`config.mk`:
```
export PLATFORM = sky130hd
export DESIGN_NAME = issue_ctrl
export DESIGN_NICKNAME = d
export VERILOG_FILES = /design/src/rtl/mollusc_issue_pkg.sv /design/src/rtl/issue_scoreboard.sv /design/src/rtl/issue_ctrl.sv
export SDC_FILE = /design/constraint.sdc
export NUM_CORES = 1
export LEC_CHECK = 0
export BUFFER_PORTS_ARGS = -buffer_cell sky130_fd_sc_hd__clkbuf_2
export CAP_MARGIN = 20
export CORE_MARGIN = 2
export CORE_UTILIZATION = 40
export CTS_CLUSTER_DIAMETER = 40
export DETAILED_ROUTE_END_ITERATION = 8
export PLACE_DENSITY_LB_ADDON = 0.25
export SETUP_SLACK_MARGIN = 0.1
export SYNTH_ARGS = -nofsm -noshare
export SYNTH_HDL_FRONTEND = slang
export SYNTH_HIERARCHICAL = 1
export SYNTH_SLANG_ARGS = --single-unit
```
`constraint.sdc`:
```
create_clock -name clk -period 6.76 [get_ports clk]
set_clock_uncertainty 0.2 [all_clocks]
set_input_delay 0.676 -clock clk [delete_from_list [all_inputs] [get_ports clk]]
set_output_delay 0.676 -clock clk [all_outputs]
set_load 0.03 [all_outputs]
```
`src/rtl/mollusc_issue_pkg.sv`:
```
// rtl/mollusc_issue_pkg.sv - shared types and constants for the issue stage
package mollusc_issue_pkg;

    localparam int NREGS     = 16;
    localparam int ADDR_W    = 4;
    localparam int PAYLOAD_W = 29;

    typedef enum logic [1:0] {
        IDLE  = 2'd0,
        HOLD  = 2'd1,
        FAULT = 2'd2
    } state_t;

    typedef struct packed {
        logic [PAYLOAD_W-1:0] payload;
        logic [ADDR_W-1:0]    ra_a;
        logic [ADDR_W-1:0]    ra_b;
        logic [ADDR_W-1:0]    ra_m;
        logic [ADDR_W-1:0]    ra_d;
        logic [2:0]           src_use;
        logic                 wr;
        logic                 priv_req;
    } entry_t;

    function automatic logic [NREGS-1:0] reg_onehot(input logic [ADDR_W-1:0] addr);
        return NREGS'(1) << addr;
    endfunction

endpackage

```
`src/rtl/issue_scoreboard.sv`:
```
// rtl/issue_scoreboard.sv - register busy scoreboard; ISSUE_WB_BYPASS_EN masks same-cycle writebacks from lookups
module issue_scoreboard
    import mollusc_issue_pkg::*;
(
    input  logic              clk,
    input  logic              rst,
    input  logic              set_en,
    input  logic [ADDR_W-1:0] set_addr,
    input  logic              clr_en,
    input  logic [ADDR_W-1:0] clr_addr,
    input  logic [ADDR_W-1:0] look_a,
    input  logic [ADDR_W-1:0] look_b,
    input  logic [ADDR_W-1:0] look_m,
    input  logic [ADDR_W-1:0] look_d,
    output logic              hit_a,
    output logic              hit_b,
    output logic              hit_m,
    output logic              hit_d
);

    logic [NREGS-1:0] busy_q;
    logic [NREGS-1:0] busy_d;
    logic [NREGS-1:0] set_mask;
    logic [NREGS-1:0] clr_mask;
    logic [NREGS-1:0] busy_view;

    always_comb begin
        set_mask = set_en ? reg_onehot(set_addr) : '0;
        clr_mask = clr_en ? reg_onehot(clr_addr) : '0;
        // set is OR-ed after the clear so an issue to the same register wins
        busy_d   = (busy_q & ~clr_mask) | set_mask;
`ifdef ISSUE_WB_BYPASS_EN
        busy_view = busy_q & ~clr_mask;
`else
        busy_view = busy_q;
`endif
        hit_a = busy_view[look_a];
        hit_b = busy_view[look_b];
        hit_m = busy_view[look_m];
        hit_d = busy_view[look_d];
    end

    always_ff @(posedge clk) begin
        if (rst) begin
            busy_q <= '0;
        end else begin
            busy_q <= busy_d;
        end
    end

endmodule

```
`src/rtl/issue_ctrl.sv`:
```
// rtl/issue_ctrl.sv - single-entry issue stage with hazard and privilege checks (option: ISSUE_WB_BYPASS_EN)
module issue_ctrl
    import mollusc_issue_pkg::*;
(
    input  logic                 clk,
    input  logic                 rst,
    input  logic                 in_valid,
    output logic                 in_ready,
    input  logic [PAYLOAD_W-1:0] in_payload,
    input  logic [ADDR_W-1:0]    in_ra_a,
    input  logic [ADDR_W-1:0]    in_ra_b,
    input  logic [ADDR_W-1:0]    in_ra_m,
    input  logic [ADDR_W-1:0]    in_ra_d,
    input  logic [2:0]           in_use,
    input  logic                 in_wr,
    input  logic                 in_priv_req,
    input  logic                 priv_in,
    output logic                 out_valid,
    input  logic                 out_ready,
    output logic [PAYLOAD_W-1:0] out_payload,
    output logic [ADDR_W-1:0]    out_ra_a,
    output logic [ADDR_W-1:0]    out_ra_b,
    output logic [ADDR_W-1:0]    out_ra_m,
    output logic [ADDR_W-1:0]    out_ra_d,
    output logic [2:0]           out_use,
    output logic                 out_wr,
    input  logic                 wb_valid,
    input  logic [ADDR_W-1:0]    wb_addr,
    input  logic                 flush,
    output logic                 fault_valid,
    output logic [PAYLOAD_W-1:0] fault_payload,
    input  logic                 fault_ack
);

    state_t state_q, state_d;
    entry_t entry_q, entry_d;
    entry_t in_entry;

    logic hit_a, hit_b, hit_m, hit_d;
    logic hazard, bad, issue, accept;

    issue_scoreboard u_sb (
        .clk      (clk),
        .rst      (rst),
        .set_en   (issue & entry_q.wr),
        .set_addr (entry_q.ra_d),
        .clr_en   (wb_valid),
        .clr_addr (wb_addr),
        .look_a   (entry_q.ra_a),
        .look_b   (entry_q.ra_b),
        .look_m   (entry_q.ra_m),
        .look_d   (entry_q.ra_d),
        .hit_a    (hit_a),
        .hit_b    (hit_b),
        .hit_m    (hit_m),
        .hit_d    (hit_d)
    );

    always_comb begin
        in_entry = '{payload: in_payload, ra_a: in_ra_a, ra_b: in_ra_b, ra_m: in_ra_m,
                     ra_d: in_ra_d, src_use: in_use, wr: in_wr, priv_req: in_priv_req};

        hazard = (entry_q.src_use[0] & hit_a) | (entry_q.src_use[1] & hit_b) |
                 (entry_q.src_use[2] & hit_m) | (entry_q.wr & hit_d);
        bad    = entry_q.priv_req & ~priv_in;

        // flush suppresses issue, so execute never sees a handshake for a discarded entry
        out_valid = (state_q == HOLD) & ~hazard & ~bad & ~flush;
        issue     = out_valid & out_ready;
        in_ready  = ~flush & ((state_q == IDLE) | issue);
        accept    = in_valid & in_ready;

        state_d = state_q;
        entry_d = entry_q;
        if (flush) begin
            state_d = IDLE;
            entry_d = '0;
        end else begin
            case (state_q)
                IDLE: begin
                    if (accept) begin
                        state_d = HOLD;
                        entry_d = in_entry;
                    end
                end
                HOLD: begin
                    if (bad) begin
                        state_d = FAULT;
                    end else if (accept) begin
                        entry_d = in_entry;
                    end else if (issue) begin
                        state_d = IDLE;
                    end
                end
                FAULT: begin
                    if (fault_ack) begin
                        state_d = IDLE;
                        entry_d = '0;
                    end
                end
                default: begin
                    state_d = IDLE;
                    entry_d = '0;
                end
            endcase
        end
    end

    always_ff @(posedge clk) begin
        if (rst) begin
            state_q <= IDLE;
            entry_q <= '0;
        end else begin
            state_q <= state_d;
            entry_q <= entry_d;
        end
    end

    assign out_payload   = entry_q.payload;
    assign out_ra_a      = entry_q.ra_a;
    assign out_ra_b      = entry_q.ra_b;
    assign out_ra_m      = entry_q.ra_m;
    assign out_ra_d      = entry_q.ra_d;
    assign out_use       = entry_q.src_use;
    assign out_wr        = entry_q.wr;
    assign fault_valid   = (state_q == FAULT);
    assign fault_payload = entry_q.payload;

endmodule

```
==> metrics.txt, run 1 <==
Crit path top cell by count=mux2i_1; crit path cell chain=mux4_1 -> mux2i_1 -> mux2i_1 -> a222oi_1 -> and3_2 -> a21oi_1 -> nor2_1 -> clkbuf_2; first-pass GRT wire length=27.3 mm; Req. time, crit path=5.88 ns; CP Data Arrival Time=3.79 ns; Reg power frac=0.411; CTS tree=built; CTS Hold Buffers Added=0; Initial DRT Pass Iterations=7; P_sw=about 0.30 mW; flop and latch count out of synthesis=68; remaining antenna violation count=0; syn_nets=between 700 and 800; via count of the first global-routing pass=5,256; via-per-instance ratio=6.24; Placeable Area=roughly 0.013 mm²; final wirelength=between 15 and 20 mm; initial antenna violation count=0; Setup TNS=0 ns; Final #Nets=759; Avg Cell Area, Syn=8.00 µm²; row count=42; htree depth=3; ANT cells=0; biggest cell delay along the critical path=1.01 ns; combinational fraction of design power=0.151; fmax=about 0.21 GHz; Max Buffers Root-to-Sink=2; Reg clk slew, reported paths=0.06 ns; gpl congestion=about 0.89; grt ovf=0; Synth Cell Area=0.00550 mm²; Startpoint Class=register; synth warn=6; Die H=between 100 and 150 µm; Pint=0.720 mW; Final HPWL DP=around 11 mm; Rel. slew slack=0.261; Total GRT Usage=0.231; maxcap violations=0; maximum VDD drop=0.131 mV; most common cell after layout, fill and taps aside=clkbuf_2; DR WL/cell=19.6 µm; Final period util=0.691; slowest CP cell=and3_2; I/O pins=143; final hold vios=0; power share of the clock group=0.438; Placement Setup Slack=2.50 ns; final setup fails=0; Power Dens Cells=approximately 170 mW/mm²; routed via count=5,471; drt initial violations=544; CP max FO=53; die area=0.0147 mm²; later-pin clock latency in the skew report=roughly 0.34 ns; drc violations=0; RSZ-0062 raised after global routing=false; Fill cells=about 1,400; switching share of power=0.296; CTS buffer count=9; port bufs=142; Slew Limit Fails=0; Starting Density=0.412; WHS=0.315 ns; synthesized instance count=between 600 and 700; share of layout cells above drive strength 1=0.251; status=completed; Tightest Pin Transition=1.11 ns; P_leak=2.42 nW; Layout area overhead=7.64%; Worst setup EP type=output port; R2R Setup Slk=roughly 2.5 ns; clock tree root buffer cell=clkbuf_16; post-synthesis cell type count=35; Die Wd=121 µm; CTS resizes=0; Tmin final=roughly 4.7 ns; postcts setup bufs=0; commonest non-fill, non-tap cells in the layout=clkbuf_2 (142), nand3_1 (105), dfxtp_1 (67), inv_1 (51); Hold/Removal Path Class=register to register; pin count of the biggest net entering global routing=106; clk sink count=68; final worst slack=2.09 ns; post-synthesis sequential area ratio=0.247; critical path type=register to output port
[layout make-up]
cell class | count | area [µm²] | share of cell area
Multi-Input combinational cell | 417 | 3050 | 0.516
Sequential cell | 68 | 1360 | 0.230
Timing Repair Buffer | 150 | 823 | 0.139
Clock buffer | 13 | 260 | 0.0439
Tap cell | 176 | 220 | 0.0372
Inverter | 51 | 191 | 0.0323
Clock inverter | 2 | 10.0 | 0.00169
[Yosys cell counts (all sizes together)]
library cell | n | area share
a22oi | 1 | 0.0014
a222oi | 1 | 0.0018
nand2 | 14 | 0.0096
and2 | 1 | 0.0011
inv | 51 | 0.035
dfxtp | 68 | 0.25
mux2i | 12 | 0.022
nor2b | 5 | 0.0057
buf | 92 | 0.13
and3b | 2 | 0.0032
a21oi | 18 | 0.016
mux4 | 16 | 0.076
clkbuf | 60 | 0.041
nor3b | 1 | 0.0014
nor4 | 50 | 0.057
and2b | 1 | 0.0014
a2111oi | 1 | 0.0016
o21a | 1 | 0.0014
or2 | 2 | 0.0023
and3 | 4 | 0.0045
o21ai | 18 | 0.016
nand4 | 50 | 0.057
or4b | 50 | 0.091
or3b | 1 | 0.0016
nand3b | 2 | 0.0027
nor2 | 6 | 0.0045
o211ai | 50 | 0.068
nand3 | 106 | 0.096
nand2b | 4 | 0.0059
[per-layer routing]
layer / track usage / part of all wire / vias to the layer above
met5: 0 / 0 / -
met4: 0.0848 / 0.018 / 0
li1: - / - / 2549
met2: 0.373 / 0.48 / 233
met3: 0.0437 / 0.067 / 27
met1: 0.308 / 0.44 / 2662
[kinds of logic (layout without fill, tap and decap cells)]
group           count (synthesis)  count (layout)  share of synthesized area
simple gates                  299             299                      0.345
buf+inv                       203             216                      0.202
compound gates                 90              90                      0.107
flops                          68              68                      0.247
mux                            28              28                     0.0982
[worst max-delay path: cells and delay by family (launching register included)]
family	cells	cell delay, ns
AND/OR/NAND/NOR	2	1.13
buffers and inverters	1	0.21
AO/OA/AOI/OAI	2	0.59
multiplexers	3	0.86
flip-flops	1	0.63
[power by group through the flow]
stage | Combinational (mW) | Sequential, mW | Clock [mW]
6_report | 0.154 | 0.421 | 0.447
5_1_grt | 0.166 | 0.422 | 0.465
4_1_cts | 0.150 | 0.420 | 0.453
3_5_place_dp | 0.149 | 0.429 | 0
3_3_place_gp | 0.146 | 0.428 | 0
2_1_floorplan | 0.114 | 0.425 | 0
[sequential cells by signal, summed over array words and instances (netlist names)]
signal,count
out_ra_m,4
u_sb/busy_q,16
out_ra_a,4
out_use,3
state_q,2
fault_payload,29
entry_q,1
out_ra_d,4
out_wr,1
out_ra_b,4
[metrics by stage]
stage	std cells	utilization	instance area, µm²	total power [mW]
finish	877	0.444	5920	1.02
global route	877	0.444	5920	1.05
CTS	875	0.440	5870	1.02
detailed placement	860	0.420	5600	0.579
global placement	859	0.418	5580	0.575
floorplan	688	-	5500	0.540
[worst paths after layout]
path                                  endpoint         from  cells after the start
worst max-delay path                  in_ready  out_ra_d[1]                      8
worst min-delay path                entry_q[0]   entry_q[0]                      2
worst max register to register  u_sb/busy_q[6]  out_ra_d[1]                      9
worst min register to register      entry_q[0]   entry_q[0]                      2
Note: power is estimated with default switching activity, not from simulation.
==> run 2, diff against run 1 <==
==> constraint.sdc (replaced) <==
create_clock -name clk -period 4.75 [get_ports clk]
set_clock_uncertainty 0.2 [all_clocks]
set_input_delay 0.475 -clock clk [delete_from_list [all_inputs] [get_ports clk]]
set_output_delay 0.475 -clock clk [all_outputs]
set_load 0.03 [all_outputs]
==> run 2 against run 1 <==
Net effect: sequential share of layout area is 0.078 points higher; worst setup slack worse by 1.2 ns; routed wire length is 0.74% higher; critical endpoint unchanged; highest routed layer unchanged; die area stayed put; final area is 0.34% lower; critical path type unchanged.
==> metrics.txt, run 2 (synthesized netlist as in run 1, its figures left out) <==
CTS buffer count=9; Reg clk slew, reported paths=0.06 ns; commonest non-fill, non-tap cells in the layout=clkbuf_2 (142), nand3_1 (105), dfxtp_1 (67), inv_1 (51); Worst setup EP type=output port; Final #Nets=760; status=completed; max FFs per register=29; Startpoint Class=register; Die Wd=121 µm; cell area after layout=roughly 0.0059 mm²; biggest cell delay along the critical path=about 0.61 ns; CTS tree=built; row count=42; drt initial violations=608; Rel. slew slack=0.279; Tmin final=3.85 ns; port bufs=142; Initial DRT Pass Iterations=5; Tightest Pin Transition=1.08 ns; GR peak layer=met2; P_sw=roughly 0.43 mW; Reg power frac=0.408; postcts setup bufs=0; Post-DP Area=0.00560 mm²; Max Buffers Root-to-Sink=2; Total GRT Usage=0.234; Final period util=0.810; clock tree root buffer cell=clkbuf_16; gpl congestion=0.907; final wirelength=around 17 mm; WHS=0.262 ns; met3 GRT Util=0.0540; via count of the first global-routing pass=roughly 5,200; drc violations=0; Hold/Removal Path Class=primary input to register; Setup TNS=0 ns; slowest CP cell=mux4_1; most common cell after layout, fill and taps aside=clkbuf_2; final setup fails=0; clk sink count=68; critical path type=register to output port; Slew Limit Fails=0; later-pin clock latency in the skew report=between 0.3 and 0.4 ns; met1 Usage GRT=0.320; Final HPWL DP=10.6 mm; Req. time, crit path=between 4 and 5 ns; final hold vios=0; routed via count=5,537; pin count of the biggest net entering global routing=62; htree depth=3; first-pass GRT wire length=approximately 28 mm; Crit path top cell by count=mux2i_1; Placeable Area=roughly 0.013 mm²; Pint=1.04 mW; Die H=121 µm; P_leak=2.42 nW; CP Data Arrival Time=~3.2 ns; RSZ-0062 raised after global routing=false; DR WL/cell=19.7 µm; remaining antenna violation count=0; CTS resizes=0; crit path cell chain=mux4_1 -> mux2i_1 -> mux2i_1 -> a222oi_1 -> and3_2 -> a21oi_1 -> nor2_1 -> clkbuf_2; ANT cells=0; final core occ=0.442; fmax=around 0.26 GHz; share of layout cells above drive strength 1=0.252; Starting Density=0.412; global routing usage on met2=0.357; combinational fraction of design power=0.147; die area=about 0.015 mm²; Layout area overhead=7.28%; maximum VDD drop=0.154 mV; initial antenna violation count=0; via-per-instance ratio=about 6.3; Power Dens Cells=about 250 mW/mm²; CTS Hold Buffers Added=0; switching share of power=0.292; power share of the clock group=0.445; maxcap violations=0; Final Power=1.47 mW; I/O pins=143; CP max FO=9; grt ovf=0
-- run 2: changes by cell type in the layout (fill, tap and decap cells not counted), sizes merged --
cell    delta
clkbuf     +2
buf        +1
clkinv     -1
-- run 2: path summary, 6_finish.rpt --
path	startpoint	to	slack, ns	cells past startpoint
worst min-delay path	fault_ack	state_q[1]	0.26	4
worst max-delay path	out_ra_b[0]	in_ready	0.90	8
worst min register to register	u_sb/busy_q[15]	u_sb/busy_q[15]	0.34	2
worst max register to register	out_ra_b[0]	out_use[1]	1.20	8
-- run 2: power by group through the flow --
stage | clock [mW] | sequential, mW | combinational, mW
global route | 0.686 | 0.601 | 0.232
global placement | 0 | 0.611 | 0.210
finish | 0.654 | 0.599 | 0.216
detailed placement | 0 | 0.611 | 0.212
CTS | 0.661 | 0.599 | 0.212
floorplan | 0 | 0.605 | 0.163
-- run 2: per-layer routing --
| metal | vias up | routed length [µm] |
|---|---|---|
| li1 | 2547 | - |
| met1 | 2662 | 7450 |
| met2 | 293 | 8160 |
| met3 | 35 | 1280 |
| met4 | 0 | 459 |
| met5 | - | 0 |
-- run 2: stage by stage --
stage                     cells  worst slack (ns)
final                       879             0.901
after CTS                   878             0.948
after global routing        879             0.618
after detailed placement    862              1.27
after floorplan             688              1.65
after global placement      862              1.36
-- run 2: final cells by class --
cell class                      count  area, µm²
Sequential cell                    68       1360
Tap cell                          176        220
Multi-Input combinational cell    417       3050
Fill cell                        1362       7450
Clock buffer                       15        278
Inverter                           51        191
Timing Repair Buffer              151        791
Clock inverter                      1       5.00
-- run 2: worst max-delay path, delay by kind of cell (launching register included) --
kind,cells,cell delay (ns)
AND/OR/NAND/NOR,2,0.59
buffers and inverters,1,0.24
multiplexers,3,0.85
flip-flops,1,0.55
AO/OA/AOI/OAI,2,0.60
